<file path="src/rtl/divider_pkg.sv">
// Shared types and defaults for the 8/4 restoring divider.
// Holds the FSM state type, operand width defaults and iteration-counter sizing.
package divider_pkg;

   localparam int DW_DEF = 8;
   localparam int VW_DEF = 4;

   // Counter must be able to represent DW itself, hence DW+1 codes.
   function automatic int cnt_width(input int dw);
      return $clog2(dw + 1);
   endfunction

   localparam int CNT_W = cnt_width(DW_DEF);

   typedef enum logic [1:0] {
      IDLE   = 2'd0,
      BUSY   = 2'd1,
      FINISH = 2'd2
   } state_t;

endpackage

</file>
<file path="src/rtl/divider_step.sv">
// One restoring-division step: shift in a dividend bit, trial-subtract, restore on underflow.
// Purely combinational; no handshake.
module divider_step
   import divider_pkg::*;
#(
   parameter int VW = VW_DEF
) (
   input  logic [VW-1:0] rem_in,
   input  logic          bit_in,
   input  logic [VW-1:0] divisor,
   output logic [VW-1:0] rem_out,
   output logic          q_bit
);

   logic [VW:0] shifted;

   always_comb begin
      shifted = {rem_in, bit_in};
      q_bit   = (shifted >= {1'b0, divisor});
      // A successful subtract always lands below divisor, so the low VW bits suffice.
      rem_out = q_bit ? (shifted[VW-1:0] - divisor) : shifted[VW-1:0];
   end

endmodule

</file>
<file path="src/rtl/divider_8x4.sv">
// Sequential unsigned divider C/B, one quotient bit per clock MSB first; DW+2 edges start-to-done.
// start is honoured only in IDLE; requests while busy or finishing are dropped, never queued.
module divider_8x4
   import divider_pkg::*;
#(
   parameter int DW = DW_DEF,
   parameter int VW = VW_DEF
) (
   input  logic          clk,
   input  logic          rst,
   input  logic          start,
   input  logic [DW-1:0] C,
   input  logic [VW-1:0] B,
   output logic [DW-1:0] Q,
   output logic [VW-1:0] R,
   output logic          busy,
   output logic          done,
   output logic          dbz
);

   localparam int CW = cnt_width(DW);

   state_t        state;
   state_t        next_state;
   logic          load;
   logic          iterate;
   logic          finish;
   logic          last_iter;

   // Dividend bits shift out of the top while quotient bits shift in at the bottom.
   logic [DW-1:0] dvd_q;
   logic [VW-1:0] dvs_q;
   logic [VW-1:0] rem_q;
   logic [CW-1:0] cnt_q;

   logic [VW-1:0] rem_nxt;
   logic          q_bit;

   divider_step #(.VW(VW)) u_step (
      .rem_in  (rem_q),
      .bit_in  (dvd_q[DW-1]),
      .divisor (dvs_q),
      .rem_out (rem_nxt),
      .q_bit   (q_bit)
   );

   assign last_iter = (cnt_q == CW'(DW - 1));
   assign busy      = (state != IDLE);

   always_ff @(posedge clk or posedge rst) begin
      if (rst) begin
         state <= IDLE;
      end else begin
         state <= next_state;
      end
   end

   always_comb begin
      next_state = state;
      load       = 1'b0;
      iterate    = 1'b0;
      finish     = 1'b0;
      case (state)
         IDLE: begin
            if (start) begin
               load       = 1'b1;
               next_state = (B == '0) ? FINISH : BUSY;
            end
         end
         BUSY: begin
            iterate = 1'b1;
            if (last_iter) begin
               next_state = FINISH;
            end
         end
         FINISH: begin
            finish     = 1'b1;
            next_state = IDLE;
         end
         default: next_state = IDLE;
      endcase
   end

   always_ff @(posedge clk or posedge rst) begin
      if (rst) begin
         dvd_q <= '0;
         dvs_q <= '0;
         rem_q <= '0;
         cnt_q <= '0;
         Q     <= '0;
         R     <= '0;
         done  <= 1'b0;
         dbz   <= 1'b0;
      end else begin
         done <= finish;
         if (load) begin
            dvd_q <= C;
            dvs_q <= B;
            rem_q <= '0;
            cnt_q <= '0;
         end
         if (iterate) begin
            dvd_q <= {dvd_q[DW-2:0], q_bit};
            rem_q <= rem_nxt;
            cnt_q <= cnt_q + CW'(1);
         end
         // Zero divisor skips iterations, so dvd_q still holds the original dividend.
         if (finish) begin
            if (dvs_q == '0) begin
               Q   <= '1;
               R   <= dvd_q[VW-1:0];
               dbz <= 1'b1;
            end else begin
               Q   <= dvd_q;
               R   <= rem_q;
               dbz <= 1'b0;
            end
         end
      end
   end

endmodule

</file>
<file path="config.mk">
export PLATFORM = sky130hd
export DESIGN_NAME = divider_8x4
export DESIGN_NICKNAME = d
export VERILOG_FILES = /design/src/rtl/divider_pkg.sv /design/src/rtl/divider_step.sv /design/src/rtl/divider_8x4.sv
export SDC_FILE = /design/constraint.sdc
export NUM_CORES = 1
export LEC_CHECK = 0
export CAP_MARGIN = 20
export CORE_UTILIZATION = 38
export DETAILED_ROUTE_END_ITERATION = 6
export HOLD_SLACK_MARGIN = 0.06
export PLACE_DENSITY = 0.67
export SYNTH_ARGS = -nofsm -noshare
export SYNTH_HDL_FRONTEND = slang
export SYNTH_SLANG_ARGS = --single-unit
</file>
<file path="constraint.sdc">
create_clock -name clk -period 2.15 [get_ports clk]
set_input_delay 0.3225 -clock clk [delete_from_list [all_inputs] [get_ports clk]]
set_output_delay 0.3225 -clock clk [all_outputs]
set_load 0.005 [all_outputs]
</file>
==> flow_metrics.py <==
metrics = {
    "cts": {
        "clock_latency_ps": 290,
        "cts_hold_buf": 0,
        "clockBufferDepth": 2,
        "h-tree-depth": 2,
        "root_buffer": "clkbuf_8",
        "postCtsSetupRepairBufs": 0,
        "cts_buffers": 5,
        "cts_tree": "done",
        "clock_sinks": 36,
        "path_clk_slew_ps": 70,
    },
    "outcome": {
        "status": "completed",
    },
    "drt": {
        "vias": 1381,
        "postRouteWirelength_um": 3580,
        "vias_per_cell": 5.11,
        "drc": 0,
        "drt_iter0_drc": 112,
        "dr.pass1.iters": 4,
        "antenna_left": 0,
        "avgRoutedWirePerCell_um": 13.3,
    },
    "sta": {
        "hold_viol": 0,
        "setup_viol": 0,
        "clock.fmax_mhz": 513,
        "worstMarginPinSlew_ps": 548,
        "rsz0062_at_grt": "no",
        "max_slew_margin": 0.632,
        "layout_setup_ws_ps": 201,
        "finClkSkew_ps": 5.75,
        "tns_ps": 0,
        "finalWorstPathRequiredPeriod_ps": 1950,
        "maxSlewViolCount": 0,
        "fin_crit_sh": 0.907,
    },
    "synthesis": {
        "synthSimpleGateAreaFrac": 0.210,
        "synthMuxAreaShare": 0.0294,
        "synth_nets": 206,
        "avgSynthCellArea_um2": 9.44,
        "synth_top_family_by_area": "simple AND/OR/NAND/NOR gates",
        "ys.warnings.count": 0,
        "synthCells": 185,
        "netlist_area_um2": 1750,
        "ys_ff_latch": 36,
        "synth-edff-count": 0,
        "synth-xor-area-share": 0.0100,
        "synth_cell_type_count": 39,
        "yosysSeqAreaShare": 0.516,
        "synth_compound_area_frac": 0.148,
        "ys_async_sr_fraction": 1.00,
        "synth-adder-area-share": 0.0473,
        "ys.flop_type": "dfrtp_1",
    },
    "critical_path": {
        "crit_path_cell_trace": "ha_1, nand2b_1, a2111oi_1, o21ai_1, a31o_1",
        "r2r_cells": 5,
        "r2r_slack_ps": 200,
        "critPathTopFamily": "compound AO/OA/AOI/OAI gates",
        "critical_path_buf_inv_count": 0,
        "crit_path_start_kind": "register",
        "slowest_delay_ps": 530,
        "worstReg2RegStart": "dvs_q[0]",
        "worst-path-max-fanout": 3,
        "worstSetupEndpointType": "register",
        "worstPathArrival_ps": 2130,
        "crit_required_ps": 2340,
        "critical_path_class": "register to register",
        "r2r-end": "rem_q[0]",
        "cp_slowest_cell": "a2111oi_1",
    },
    "layout": {
        "final_cell_mix": "dfrtp_1 (36), clkdlybuf4s50_1 (29), nand2_1 (25)",
        "final_common_cell": "dfrtp_1",
        "layout.nets": 238,
        "post-route-util": 0.505,
        "num_antenna_cells": 0,
        "syn_to_final_growth_pct": 26.9,
        "drive_gt1_frac": 0.101,
        "fillerInstances": 417,
    },
    "power_and_ir_drop": {
        "peakVddDrop_v": 0.000744,
        "p_int_mw": 2.19,
        "power_switching_mw": 1.35,
        "seq_power_share": 0.351,
        "comb_power_share": 0.482,
        "leakagePower_nw": 0.978,
        "p_per_area_nw_per_um2": 1600,
        "p_sw_frac": 0.382,
        "power_frac_clock": 0.167,
    },
    "global_route": {
        "track_usage": 0.170,
        "grtUsageMet2": 0.283,
        "use_met3": 0.0363,
        "grt_first_pass_wirelength_um": 6410,
        "globalRouteOverflowTotal": 0,
        "top_usage_layer": "met2",
        "grt_antenna_before_repair": 0,
        "grt_max_degree": 37,
        "gr-usage-met1": 0.213,
        "grt_pass1_vias": 1392,
    },
    "floorplanning": {
        "ios": 30,
        "dieArea_um2": 4870,
        "rows": 24,
        "core_um2": 4380,
        "die-width_um": 69.8,
        "start_util": 0.398,
        "die_h_um": 69.8,
    },
    "place": {
        "port_buffers": 29,
        "place.gp.congestion": 0.866,
        "place_worst_setup_slack_ps": 173,
        "dp_hpwl_um": 2550,
    },
    "worst_hold_path": {
        "hold_path_class": "input pin to async pin",
    },
    "flow_run": {
        "drv_cap": 0,
    },
}
## final cells by class
cell class	instances	area (µm²)	share of cell area
Multi-Input combinational cell	131	777	0.351
Tap cell	52	65.1	0.0294
Sequential cell	36	901	0.407
Timing Repair Buffer	35	335	0.151
Clock buffer	6	72.6	0.0327
Inverter	8	30.0	0.0136
Clock inverter	2	35.0	0.0158
## cell families after synthesis
kind of cell / after synthesis
AOI/OAI and AO/OA: 42
and+or+nand+nor: 76
buffers and inverters: 18
muxes: 5
xor gates and xnor gates: 2
adders and majority gates: 6
DFF: 36
## power by group through the flow
| stage | Clock, mW | Sequential [mW] | Combinational (mW) |
|---|---|---|---|
| finish | 0.594 | 1.24 | 1.71 |
| global route | 0.632 | 1.30 | 1.96 |
| detailed placement | 0 | 1.26 | 1.70 |
| global placement | 0 | 1.25 | 1.68 |
| floorplan | 0 | 1.20 | 1.20 |
| CTS | 0.602 | 1.25 | 1.71 |
## synthesized netlist by cell type (2+ instances only)
cell	number	area (µm²)
o21ai_0	20	100
ha_1	5	62.6
inv_1	8	30.0
nand2b_1	3	18.8
nor3_1	2	10.0
buf_2	2	10.0
a31oi_1	2	12.5
a21oi_1	3	15.0
mux2i_1	4	40.0
or2_2	2	12.5
dfrtp_1	36	901
o22ai_1	8	50.1
nand3_1	11	55.1
nor2_1	23	86.3
clkbuf_1	7	26.3
nand2_1	25	93.8
nand4_1	2	12.5
## state kept, by name, summed over array words and instances, names as in the netlist
name,flops
Q,8
R,4
cnt_q,4
dbz,1
done,1
dvd_q,8
dvs_q,4
rem_q,4
state,2
## stage by stage
step	power, mW	hold WS, ps	area, µm²	cells
global placement	2.93	460	2110	262
CTS	3.56	459	2210	270
detailed placement	2.96	470	2110	262
floorplan	2.40	428	1750	185
global route	3.89	501	2220	270
finish	3.55	435	2220	270
## metal layers
metal,part of all wire,vias to the layer above
li1,-,707
met1,0.48,632
met2,0.46,35
met3,0.045,7
met4,0.018,0
met5,0,-
## repair_timing
item	4_1_cts	5_1_grt
endpoints found under the hold margin	0	0
gates resized for setup	0	1
endpoints found under the setup margin	0	1
## worst max path at each step
stage               startpoint        to  slack (ps)  cells past startpoint
floorplan             dvs_q[0]  rem_q[0]         350                      5
global placement         start  dvd_q[6]         250                      5
detailed placement    dvd_q[7]  rem_q[0]         170                      6
CTS                   dvd_q[7]  rem_q[0]         140                      6
global route          dvd_q[7]  rem_q[0]          60                      6
finish                dvs_q[0]  rem_q[0]         200                      5
## tightest hold or removal path: stages
cell	delay, ps
clkdlybuf4s50_1	400
inv_1	50
buf_4	390
Power figures use the tool's default switching activity.
==> RTL change: new RTL, same settings <==
The package constant `VW_DEF` goes from 4 to 5.
--- a/src/rtl/divider_pkg.sv
+++ b/src/rtl/divider_pkg.sv
@@ -5,3 +5,3 @@
    localparam int DW_DEF = 8;
-   localparam int VW_DEF = 4;
+   localparam int VW_DEF = 5;
 
Ports: changed (resized B and R); port bits go from 30 to 32. No check against the original RTL was run, so the function may have changed too.
==> RTL change against the unedited design <==
Clock skew about the same. Synthesized area up 13%. First-iteration DRC count up 8.9%. Non-clock buffer count up 4. Setup slack worse by 0.0011 ns. Cell area up 13%. Sequential share of layout area down 1.7 points. Count of clock-buffer cells in the layout unchanged. Power up 13%. Core utilization up 1.1 points. Routed wire length up 16%. Sequential cell count up 3. Critical path type is now reg -> out.
==> RTL change: results (changes against the unedited design) <==
Place
  – Placed Instance Area: 0.00237 mm^2 (+13%)
  – DP Wirelength: 3010 um (+18%)
  – Place WS: 0.291 ns (+0.119 ns)
  – Number of port buffers: 31 (+6.9%)
  – Final GP Congestion: 0.780 (-9.9%)
  – Placed insts: 297 (+13%)

Pwr
  – Clock share of power: 0.181 (+0.014)
  – Worst vdd ir: 740 uV (-0.66%)
  – Total chip power: 0.00399 W (+13%)
  – Sw frac: 0.373 (-0.00884)
  – Combinational share of power: 0.468 (-0.014)
  – Leakage power: 1.06 nW (+8.4%)

Timing
  – Setup slack after layout: 0.199 ns (-0.00109 ns)
  – Fin Clk Skew: 0.00558 ns (-0.000163 ns)
  – Slew headroom: 0.673 (+0.0412)
  – Fin Hold WS: 0.455 ns (+0.0197 ns)

Critical path
  – Worst Path Arrival: 1.63 ns (-0.50 ns)
  – Flop-to-flop setup slack: 0.26 ns (+0.06 ns)
  – Worst path top cell family by delay: flip-flops
  – CP startpoint: state[0]
  – Crit path max-delay cell type: dfrtp_1
  – CP Capture Point: busy
  – CP max FO: 14 (+11)

Final layout
  – Fin nets: 260 (+9.2%)
  – Seq/total area: 0.390 (-0.0167)
  – Non-clock buffers: 39 (+11%)
  – Clk tree area frac: 0.0530 (+0.00441)
  – Fraction of layout cells with a size suffix above 1: 0.0882 (-0.0127)
  – Non-clock buffer share: 0.148 (-0.00340)
  – Final std cell area, no fill: 0.00250 mm^2 (+13%)
  – Fillers: 455 (+9.1%)
  – Fraction of area in multi-input gates: 0.364 (+0.0132)
  – Final instance count without filler cells: 305 (+13%)

Floorplanning
  – Die extent in x: 74.0 um (+6.1%)

CTS
  – TritonCTS Sinks: 39 (+8.3%)

Yosys
  – Ranking of synthesized cells by area: dfrtp_1 (49%), a21oi_1 (5.3%), nor2_1 (4.8%)
  – Post-synth top cells: dfrtp_1 (39), nor2_1 (25), a21oi_1 (21), nand2_1 (13)
  – Mean Syn Cell Area: 9.76 um^2 (+3.4%)
  – Seq/Total Area, Yosys: 0.495 (-0.0208)
  – Synth Net Count: 225 (+9.2%)

Global route
  – Largest net degree at the start of global routing: 40 (+8.1%)
  – Vias in the first global route: 1482 (+6.5%)
  – Tot GR Track Use: 0.172 (+0.00202)

Detailed routing
  – Initial detailed-routing violation count: 122 (+8.9%)

Run status
  – Status: finished, final reports clean
## RTL change: cell types whose count changed after synthesis, moves of 7 or more
cell / delta
a21oi_1: +18
o21ai_0: -14
nand2_1: -12
nand3_1: -9
nor2b_1: +9
o21ai_1: +9
a22oi_1: +7
o22ai_1: -7
## RTL change: metal layers
metal,up-vias,track usage,share of wire
li1,776,-,-
met1,724,0.236,0.48
met2,43,0.260,0.46
met3,7,0.0393,0.047
met4,0,0.0791,0.015
met5,-,0,0
## RTL change: kinds of logic (layout without fill, tap and decap cells)
| family | count (synthesis) | count (layout) | share of synthesized area |
|---|---|---|---|
| AOI/OAI and AO/OA | 59 | 59 | 0.183 |
| adders and majority gates | 7 | 7 | 0.0482 |
| buffers and inverters | 19 | 55 | 0.0444 |
| and+or+nand+nor | 68 | 68 | 0.179 |
| muxes | 7 | 7 | 0.0368 |
| xor gates and xnor gates | 3 | 3 | 0.0133 |
| DFF | 39 | 39 | 0.495 |
